<file path="src/rtl/pulse_meter_pkg.sv">
// Shared types and default sizing for the pulse_meter block.
package pulse_meter_pkg;

    localparam int DEF_CNT_W       = 16;
    localparam int DEF_SYNC_STAGES = 2;

    typedef enum logic [1:0] {
        IDLE = 2'd0,
        HIGH = 2'd1,
        LOW  = 2'd2
    } state_t;

endpackage

</file>
<file path="src/rtl/sync_edge_det.sv">
// Input synchronizer, optional 3-sample deglitch filter (PULSE_METER_FILTER_EN)
// and registered edge detector producing one-cycle EDGE_POS / EDGE_NEG pulses.
module sync_edge_det
    import pulse_meter_pkg::*;
#(
    parameter int SYNC_STAGES = DEF_SYNC_STAGES
) (
    input  logic CLK,
    input  logic RST,
    input  logic T_IN,
    output logic EDGE_POS,
    output logic EDGE_NEG
);

    logic [SYNC_STAGES-1:0] sync_q;
    logic                   sync_lvl;
    logic                   lvl_d;
    logic                   lvl_q;

    assign sync_lvl = sync_q[SYNC_STAGES-1];

    // NOTE: sequential state uses non-blocking assignments so every flop samples pre-edge values.
    always_ff @(posedge CLK) begin
        if (RST) begin
            sync_q <= '0;
        end else begin
            sync_q <= {sync_q[SYNC_STAGES-2:0], T_IN};
        end
    end

`ifdef PULSE_METER_FILTER_EN
    // Level follows the synchronizer only once three consecutive samples agree.
    logic [1:0] hist_q;

    always_ff @(posedge CLK) begin
        if (RST) begin
            hist_q <= '0;
        end else begin
            hist_q <= {hist_q[0], sync_lvl};
        end
    end

    assign lvl_d = (sync_lvl == hist_q[0] && hist_q[0] == hist_q[1]) ? sync_lvl : lvl_q;
`else
    assign lvl_d = sync_lvl;
`endif

    // lvl_q doubles as the edge flop; the pulses are registered so they never overlap.
    always_ff @(posedge CLK) begin
        if (RST) begin
            lvl_q    <= 1'b0;
            EDGE_POS <= 1'b0;
            EDGE_NEG <= 1'b0;
        end else begin
            lvl_q    <= lvl_d;
            EDGE_POS <= lvl_d & ~lvl_q;
            EDGE_NEG <= ~lvl_d & lvl_q;
        end
    end

endmodule

</file>
<file path="src/rtl/pulse_meter.sv">
// Measures high time and rise-to-rise period of an asynchronous pulse train.
// Define PULSE_METER_FILTER_EN to add a 3-sample deglitch filter on the input.
module pulse_meter
    import pulse_meter_pkg::*;
#(
    parameter int CNT_W       = DEF_CNT_W,
    parameter int SYNC_STAGES = DEF_SYNC_STAGES
) (
    input  logic             CLK,
    input  logic             RST,
    input  logic             T_IN,
    output logic [CNT_W-1:0] HIGH_CNT,
    output logic [CNT_W-1:0] PERIOD_CNT,
    output logic             VALID,
    output logic             OVF,
    output logic             EDGE_POS,
    output logic             EDGE_NEG
);

    localparam logic [CNT_W-1:0] CNT_MAX = '1;
    localparam logic [CNT_W-1:0] CNT_ONE = CNT_W'(1);

    state_t           state;
    state_t           state_n;
    logic [CNT_W-1:0] cnt;
    logic [CNT_W-1:0] cnt_n;
    logic [CNT_W-1:0] pend;
    logic [CNT_W-1:0] pend_n;
    logic             load;
    logic             ovf_set;

    sync_edge_det #(
        .SYNC_STAGES(SYNC_STAGES)
    ) u_sync_edge_det (
        .CLK     (CLK),
        .RST     (RST),
        .T_IN    (T_IN),
        .EDGE_POS(EDGE_POS),
        .EDGE_NEG(EDGE_NEG)
    );

    // NOTE: every output of this block is given a default first so no latch is inferred.
    always_comb begin
        state_n = state;
        cnt_n   = cnt + CNT_ONE;
        pend_n  = pend;
        load    = 1'b0;
        ovf_set = 1'b0;
        case (state)
            IDLE: begin
                cnt_n = '0;
                if (EDGE_POS) begin
                    state_n = HIGH;
                    cnt_n   = CNT_ONE;
                end
            end
            HIGH: begin
                // Saturation wins over a coincident edge; the measurement is abandoned.
                if (cnt == CNT_MAX) begin
                    ovf_set = 1'b1;
                    state_n = IDLE;
                    cnt_n   = '0;
                end else if (EDGE_NEG) begin
                    state_n = LOW;
                    pend_n  = cnt;
                end
            end
            LOW: begin
                if (cnt == CNT_MAX) begin
                    ovf_set = 1'b1;
                    state_n = IDLE;
                    cnt_n   = '0;
                end else if (EDGE_POS) begin
                    state_n = HIGH;
                    cnt_n   = CNT_ONE;
                    load    = 1'b1;
                end
            end
            default: begin
                state_n = IDLE;
                cnt_n   = '0;
            end
        endcase
    end

    always_ff @(posedge CLK) begin
        if (RST) begin
            state      <= IDLE;
            cnt        <= '0;
            pend       <= '0;
            HIGH_CNT   <= '0;
            PERIOD_CNT <= '0;
            VALID      <= 1'b0;
            OVF        <= 1'b0;
        end else begin
            state <= state_n;
            cnt   <= cnt_n;
            pend  <= pend_n;
            VALID <= load;
            if (load) begin
                PERIOD_CNT <= cnt;
                HIGH_CNT   <= pend;
            end
            if (ovf_set) begin
                OVF <= 1'b1;
            end
        end
    end

endmodule

</file>
<file path="config.mk">
export PLATFORM = sky130hd
export DESIGN_NAME = pulse_meter
export DESIGN_NICKNAME = d
export VERILOG_FILES = /design/src/rtl/pulse_meter_pkg.sv /design/src/rtl/sync_edge_det.sv /design/src/rtl/pulse_meter.sv
export SDC_FILE = /design/constraint.sdc
export NUM_CORES = 1
export LEC_CHECK = 0
export CAP_MARGIN = 20
export CORE_MARGIN = 3
export CORE_UTILIZATION = 25
export DETAILED_ROUTE_END_ITERATION = 10
export MAX_ROUTING_LAYER = met4
export PLACE_DENSITY_LB_ADDON = 0.05
export SYNTH_ARGS = -nofsm -noshare
export SYNTH_HDL_FRONTEND = slang
export SYNTH_SLANG_ARGS = --single-unit
export TNS_END_PERCENT = 20
</file>
<file path="constraint.sdc">
create_clock -name CLK -period 2 [get_ports CLK]
set_input_delay 0.5 -clock CLK [delete_from_list [all_inputs] [get_ports CLK]]
set_output_delay 0.5 -clock CLK [all_outputs]
set_load 0.03 [all_outputs]
</file>
After elaboration in Yosys (flattened, before gate mapping). Cells that the tools add are included.

Input port bits: 3. Flip-flop bits (word level): 73. Output and inout bits: 36.

Reductions and logical operators: 3. Bitwise logic cells: 5. Multiplexer cells: 15. Equality and inequality tests: 4. Add/sub/neg operators: 1.

Operators by type and width (count): 2-to-1 mux 16 bit (3); one-hot mux 16 bit (3 select lines) (1); adder 16 x 1 -> 16 bit, second input constant (1); == test 16 bit, second input constant (1); 2-to-1 mux 2 bit (4); 2-to-1 mux 1 bit (6); one-hot mux 2 bit (3 select lines) (1); != test 3 x 2 -> 1 bit, second input constant (1); inverter 1 bit (3); AND reduction 3 bit (1); AND 1 bit (2); == test 2 x 1 -> 1 bit, second input constant (1); == test 2 bit, second input constant (1); zero test 2 bit (1); OR reduction 2 bit (1).

Longest topological paths before layout. Gate-level depths: netlist (run 1).

Word-level depth: 4. Mapped depth: 8. Gate-level depth less buffers: 6.

Modules after synthesis. Synthesis (run 1) repeated with hierarchy kept, for this count alone.

Cell total of the unflattened synthesis: 335. Area total of the unflattened synthesis: 3070.4 um2.

By module, submodules not included: pulse_meter (cells an instance 325, times used 1, area an instance 2936.6 um2, sequential area each 1361.3 um2); sync_edge_det (cells an instance 10, times used 1, area an instance 133.9 um2, sequential area each 100.1 um2).

Worst setup path after synthesis (run 1). Ideal clock, no wire load.

Kind: register to register. Start: reg cnt[0]. End: reg cnt[0]. Path slack: 85 ps. Required time: 1870 ps. Stages on the path, launching flop included: 8. Arrival time: 1785 ps. Setup time: 130 ps. Period minus slack after synthesis: 1915 ps. Buffers on the path: 2. Cells stage by stage: dfxtp_1 ha_1 nand4_4 or4_1 buf_6 buf_6 a22oi_1 nor3_1.

Longest elaborated chain between the ends: 4.

Ends and longest elaborated chain: start: declaration (RTL line pulse_meter.sv:25) `logic [CNT_W-1:0] cnt;`; start signal: assignment (RTL line pulse_meter.sv:97) `cnt <= cnt_n;`; adder 16 x 1 -> 16 bit (RTL line pulse_meter.sv:45) `cnt_n = cnt + CNT_ONE;`; 2-to-1 mux 16 bit (RTL line pulse_meter.sv:73) `end else if (EDGE_POS) begin`; 2-to-1 mux 16 bit (RTL line pulse_meter.sv:69) `if (cnt == CNT_MAX) begin`; one-hot mux 16 bit (3 select lines) (*) (RTL line pulse_meter.sv:49) `case (state)`.

Mark *: on every way between the ends. The rest lies on a longest branch, timed or not. A chain may end at the register's enable or synchronous reset.

Worst setup path in the final report (run 1).
Start: reg u_sync_edge_det.EDGE_NEG. End: out EDGE_NEG.

RTL lines: start: declaration (RTL line sync_edge_det.sv:12) `output logic EDGE_NEG`; start signal: assignment (RTL line sync_edge_det.sv:57) `EDGE_NEG <= ~lvl_d & lvl_q;`; end: declaration (RTL line pulse_meter.sv:17) `output logic EDGE_NEG`.

No word-level cell between the ends.

==> results.yml, run 1 <==
status:
  outcome: "complete, no violations"
clocking:
  cts-buffers-inserted: 9
  cell_at_the_root_of_the_clock_tree: "clkbuf_16"
  post-cts-setup-buffers: 0
  path_clk_slew_ns: 0.05
  tritoncts_clock_tree: "built"
  clk-insertion-delay-late_ns: 0.34
  cts_max_path_bufs: 2
  h_tree_depth: 3
  clock-sinks: 73
  cts_hold_buf: 0
die:
  floorplan.die_area_mm2: 0.0135
  floorplan.rows: 39
  floorplan.io_pins: 39
  floorplan.die.height_um: 116
  starting_utilization_of_the_core_area_pct: 26.0
  floorplan.core_area_mm2: 0.0117
  floorplan.die.width_um: 116
placement:
  place.gp.congestion: 0.786
  pre_cts_slack_ns: 0.0772
  hpwl_after_dpl_mm: 5.66
  port-buffer-count: 38
drt:
  vias_per_cell: 4.93
  detailroute.via_count: 2670
  dr.pass1.iters: 4
  drc: 0
  detailedRoute.firstIterationViolations: 197
  postRouteAntennaNets: 0
  drt-wirelength-per-cell_um: 16.2
  routed_wirelength_mm: 8.77
worst_setup_path:
  setup.worst_path.start_class: "flip-flop"
  worst_ep_required_time_ns: 1.50
  worstSetupEndpointType: "primary output"
  cpPeakStageDelay_ns: 0.68
  cp_num_buf_inv: 1
  path_class: "reg -> out"
  worst_r2r_path_depth: 6
  cell_by_cell_trace_of_the_critical_path: "clkdlybuf4s50_1"
  register_to_register_path_setup_slack_ns: 0.18
  crit-reg2reg-launch: "cnt[0]$_SDFF_PP0_"
  critical_path.reg2reg.endpoint: "cnt[3]$_SDFF_PP0_"
  cp_max_fo: 4
  slowest_stage: "clkdlybuf4s50_1"
  worst-endpoint-arrival_ns: 1.39
  family_with_the_most_delay_on_the_worst_path: "buffers and inverters"
worst_hold_path:
  hold_class: "reg -> reg"
  min-delay-start: "u_sync_edge_det.lvl_q$_SDFF_PP0_"
  hold_depth: 1
  min_to: "u_sync_edge_det.EDGE_POS$_SDFF_PP0_"
global_route:
  met2_usage_pct: 19.3
  antenna_violations_before_repair: 0
  grt_pass1_vias: 2632
  grt.met1_usage_pct: 20.3
  maximum_number_of_pins_on_one_net_before_global_route_repair: 51
  grt_usage_pct: 14.3
  aggregate_global_routing_overflow: 0
  groute.layer.met3.usage_pct: 3.01
  grt_first_pass_wirelength_mm: 14.5
  grt-busiest-layer: "met1"
timing:
  worst_pin_slew_ns: 0.422
  grt_setup_unrepaired: "false"
  fin_ws_ns: 0.112
  max_freq_ghz: 0.530
  slew_violations: 0
  final_hold_viol_count: 0
  fin_crit_sh_pct: 94.4
  fin_skew_ns: 0.00561
  setup_tns_ns: 0
  post-route-min-period_ns: 1.89
  max-slew-margin-rel_pct: 71.8
  finalSetupViolations: 0
cells_and_area:
  diodes: 0
  filler_cell_count: 1236
  layout-area-overhead-vs-synth_pct: 31.2
  drive_gt1_share_pct: 12.5
  final_net_count: 402
logic_synthesis:
  synth_edf_count: 0
  register_bit_total_from_synthesis: 73
  netlist-cell-type-count: 38
  ys.warnings.count: 0
  syn_inst: 349
  postSynth.topFlopCell: "dfxtp_1"
  synthesis.nets: 357
  synth.cell_area_mm2: 0.00304
  synth_async_sr_flop_share_pct: 0
  sequential_cell_area_fraction_in_the_yosys_report_pct: 48.1
  syn_avg_cell_area_um2: 8.70
pwr:
  p_leak_uw: 0.00131
  vdd_drop_max_mv: 0.278
  cell_internal_power_dissipation_uw: 2470
  share_of_total_power_consumed_by_net_switching_pct: 20.7
  switching_power_uw: 647
  clkPwrFrac_pct: 51.3
  cellPowerDensity_mw_per_mm2: 783
  share_seq_of_total_power_pct: 46.8
  p_comb_share_pct: 1.9
run:
  cap_violations: 0
[logic make-up after synthesis]
logic type / count (synthesis) / synth area share [%]
compound gates: 113 / 19.6
xor+xnor: 11 / 3.17
fa+ha+maj: 5 / 2.06
buf+inv: 40 / 6.55
flops: 73 / 48.1
simple gates: 107 / 20.5
[cell usage in the layout, fill, tap and decap left out, drive strengths merged, types with 2 or more instances in the layout]
cell / count
nand3: 22
ha: 5
o21ai: 52
clkinv: 2
nand2: 6
nor2b: 7
clkbuf: 13
xor2: 5
buf: 32
o41ai: 3
and3: 2
clkdlybuf4s50: 36
or3: 2
nand4: 38
nor2: 18
and4: 2
inv: 6
xnor2: 6
dfxtp: 73
nor3: 4
a21oi: 52
[how the worst max path moves through the flow]
stage	depth (start not counted)	to	slack, ns	startpoint
CTS	6	cnt[3]$_SDFF_PP0_	0.06	cnt[0]$_SDFF_PP0_
detailed placement	6	cnt[4]$_SDFF_PP0_	0.08	cnt[0]$_SDFF_PP0_
global placement	6	cnt[12]$_SDFF_PP0_	0.1	cnt[0]$_SDFF_PP0_
global route	1	EDGE_NEG	0.06	u_sync_edge_det.EDGE_NEG$_SDFF_PP0_
finish	1	EDGE_NEG	0.11	u_sync_edge_det.EDGE_NEG$_SDFF_PP0_
floorplan	7	cnt[0]$_SDFF_PP0_	0.09	cnt[0]$_SDFF_PP0_
[synthesized netlist by cell type (2+ instances only)]
cell / number / area share [%]
o21ai_1: 8 / 1.3
nand4_1: 37 / 7.6
buf_2: 5 / 0.82
and3_1: 2 / 0.41
buf_6: 5 / 1.9
clkbuf_2: 4 / 0.66
nand2_1: 6 / 0.74
o21ai_0: 44 / 7.3
nor2b_1: 7 / 1.4
clkbuf_1: 13 / 1.6
dfxtp_1: 73 / 48
nor3_1: 4 / 0.66
o41ai_1: 3 / 0.87
a21oi_1: 51 / 8.4
xnor2_1: 6 / 1.7
xor2_1: 5 / 1.4
nand3_1: 21 / 3.5
buf_1: 7 / 0.87
and4_1: 2 / 0.58
nor2_1: 18 / 2.2
or3_1: 2 / 0.41
ha_1: 5 / 2.1
inv_1: 6 / 0.74
[power by group through the flow]
stage	Sequential (uW)	Clock, uW	Combinational [uW]
6_report	1460	1600	59.4
5_1_grt	1460	1720	66.5
4_1_cts	1460	1650	59.1
3_5_place_dp	1490	0	58.8
3_3_place_gp	1490	0	59.3
2_1_floorplan	1500	0	35.1
[per-stage QoR]
step	cells	power [uW]	utilization, %	cell area (um^2)	hold slack (ns)
floorplan	349	1530	-	3040	0.383
global placement	526	1550	31.6	3690	0.397
detailed placement	526	1550	31.6	3690	0.399
CTS	542	3170	34.1	3980	0.407
global route	542	3240	34.2	3990	0.414
finish	542	3120	34.2	3990	0.407
[timing repair]
action	CTS	global route
setup endpoints to repair	0	14
resized for setup	0	1
endpoints found under the hold margin	0	0
[layout make-up]
class | instances | area [um^2] | share of cell area (%)
flip-flops and latches | 73 | 1460 | 36.7
multi-input cells | 236 | 1380 | 34.7
repair buffers | 68 | 648 | 16.3
clock buffers | 13 | 250 | 6.28
well taps | 143 | 179 | 4.49
clock inverters | 3 | 40.0 | 1.00
inverters | 6 | 22.5 | 0.565
[flip-flops by register name, summed over array words and instances (netlist names)]
register	count
u_sync_edge_det.lvl_q	1
cnt	16
u_sync_edge_det.sync_q	2
u_sync_edge_det.EDGE_POS	1
u_sync_edge_det.EDGE_NEG	1
PERIOD_CNT	16
VALID	1
pend	16
OVF	1
state	2
HIGH_CNT	16
[layer usage]
metal | vias up | wire [um]
li1 | 1362 | -
met4 | 0 | 197
met2 | 45 | 3600
met3 | 14 | 295
met1 | 1249 | 4680
met5 | - | 0
No activity file was read; power rests on OpenSTA's default activity.
==> inputs of run 2 (changes only) <==
- CORE_MARGIN: 3 -> default
==> run 2 against run 1 <==
  * The flow now finishes with violations (design-rule violations)
  * Routed wire length is 1.0% higher
  * Design area hardly changed
  * Combinational power is 2% lower
  * Global-route usage is 1.3 points higher
  * Register-to-register slack worse by 0.03 ns
  * First-iteration DRC count is 1.5% higher
  * Setup slack worse by 0.0051 ns
  * Clock power is 4% higher
  * Die area is 6.8% lower
  * Power is 2.1% higher
  * Maximum frequency is 0.27% lower
  * Highest routed layer unchanged
==> results.yml, run 2 (synthesis results as in run 1) <==
status:
  outcome: "complete, but fails checks"
  violations: "design-rule violations"
timing:
  whs_ns: 0.409
  finalSetupViolations: 0
  setup_tns_ns: 0
  fin_ws_ns: 0.107
  fin_skew_ns: 0.00786
  max-slew-margin-rel_pct: 74.6
  slew_violations: 0
  final_hold_viol_count: 0
  fin_crit_sh_pct: 94.7
  post-route-min-period_ns: 1.89
  grt_setup_unrepaired: "false"
  max_freq_ghz: 0.528
  worst_pin_slew_ns: 0.382
placement:
  port-buffer-count: 38
  pre_cts_slack_ns: 0.137
  postPlaceCellArea_mm2: 0.00368
  place.gp.congestion: 0.763
  hpwl_after_dpl_mm: 5.68
die:
  floorplan.die_area_mm2: 0.0126
  floorplan.core_area_mm2: 0.0116
  floorplan.die.height_um: 112
  floorplan.die.width_um: 112
  floorplan.io_pins: 39
  floorplan.rows: 39
  starting_utilization_of_the_core_area_pct: 26.1
global_route:
  grt_usage_pct: 15.7
  aggregate_global_routing_overflow: 0
  grt_first_pass_wirelength_mm: 14.5
  grt_pass1_vias: 2649
  antenna_violations_before_repair: 0
  maximum_number_of_pins_on_one_net_before_global_route_repair: 49
clocking:
  h_tree_depth: 3
  clock-sinks: 73
  cell_at_the_root_of_the_clock_tree: "clkbuf_16"
  path_clk_slew_ns: 0.06
  cts_repair_resize_count: 0
  clk-insertion-delay-late_ns: 0.34
  tritoncts_clock_tree: "built"
  cts_max_path_bufs: 2
  cts-buffers-inserted: 9
  post-cts-setup-buffers: 0
  cts_hold_buf: 0
worst_setup_path:
  worst-endpoint-arrival_ns: 1.39
  cp_num_buf_inv: 1
  worst_ep_required_time_ns: 1.50
  register_to_register_path_setup_slack_ns: 0.15
  path_class: "reg -> out"
  family_with_the_most_delay_on_the_worst_path: "buffers and inverters"
  cpPeakStageDelay_ns: 0.69
  crit-reg2reg-launch: "cnt[0]$_SDFF_PP0_"
  cell_by_cell_trace_of_the_critical_path: "clkdlybuf4s50_1"
  worstSetupEndpointType: "primary output"
  worst_r2r_path_depth: 6
  critical_path.reg2reg.endpoint: "PERIOD_CNT[14]$_SDFFE_PP0P_"
  setup.worst_path.start_class: "flip-flop"
  cp_max_fo: 4
  crit_cells: 1
  slowest_stage: "clkdlybuf4s50_1"
cells_and_area:
  diodes: 0
  drive_gt1_share_pct: 13.5
  layout_common_cells: "dfxtp_1 (73), a21oi_1 (51), o21ai_0 (44)"
  layout-area-overhead-vs-synth_pct: 31.4
  layout.area.seq_mm2: 0.00146
  design_area_mm2: 0.00399
  area_used_by_multi_input_combinational_logic_mm2: 0.00138
  final_net_count: 403
  filler_cell_count: 1223
  layout.cells.most_common: "dfxtp_1"
pwr:
  vdd_drop_max_mv: 0.407
  p_leak_uw: 0.00132
  cellPowerDensity_mw_per_mm2: 799
drt:
  dr_wl_met3_um: 308
  drt-wirelength-per-cell_um: 16.3
  drc: 5
  met2_length_mm: 3.81
  dr.max_layer_used: "met4"
  routed_wirelength_mm: 8.86
  vias_per_cell: 5.00
  postRouteAntennaNets: 0
  wl_met1_mm: 4.55
  dr.pass1.iters: 7
  detailedRoute.firstIterationViolations: 200
  detailroute.via_count: 2717
worst_hold_path:
  hold_class: "reg -> reg"
  min-delay-start: "u_sync_edge_det.sync_q[1]$_SDFF_PP0_"
  min_to: "u_sync_edge_det.EDGE_NEG$_SDFF_PP0_"
  hold_depth: 1
run:
  cap_violations: 0
==> run 2: changes by cell type in the layout (fill, tap and decap cells not counted), sizes merged <==
| cell | delta |
|---|---|
| buf | +1 |
| clkbuf | -2 |
| clkinv | +2 |
==> run 2: layout make-up <==
| class | count | share of cell area [%] |
|---|---|---|
| clock buffers | 11 | 6.34 |
| clock inverters | 5 | 1.35 |
| inverters | 6 | 0.565 |
| multi-input cells | 236 | 34.5 |
| flip-flops and latches | 73 | 36.6 |
| well taps | 143 | 4.49 |
| repair buffers | 69 | 16.1 |
==> run 2: worst max path at each step <==
stage | from | endpoint
detailed placement | cnt[1]$_SDFF_PP0_ | cnt[11]$_SDFF_PP0_
CTS | u_sync_edge_det.EDGE_NEG$_SDFF_PP0_ | EDGE_NEG
global placement | cnt[0]$_SDFF_PP0_ | HIGH_CNT[8]$_SDFFE_PP0P_
global route | cnt[1]$_SDFF_PP0_ | pend[2]$_SDFFE_PP0P_
floorplan | cnt[0]$_SDFF_PP0_ | cnt[0]$_SDFF_PP0_
finish | u_sync_edge_det.EDGE_NEG$_SDFF_PP0_ | EDGE_NEG
==> run 2: layer usage <==
layer	up-vias	GRT usage, %
met2	43	22.0
met4	0	8.27
met5	-	-
met3	13	3.08
met1	1299	21.1
li1	1362	-
==> run 2: where the power goes <==
part	total [uW]	switching (uW)	internal, uW
Combinational	58.2	41.0	17.2
Sequential	1460	2.59	1460
Clock	1670	639	1030
==> run 2: through the flow <==
stage          utilization [%]  cells  power (uW)
2_1_floorplan                -    349        1530
3_3_place_gp              31.7    527        1550
3_5_place_dp              31.7    527        1550
4_1_cts                   34.3    543        3240
5_1_grt                   34.3    543        3300
6_report                  34.3    543        3190
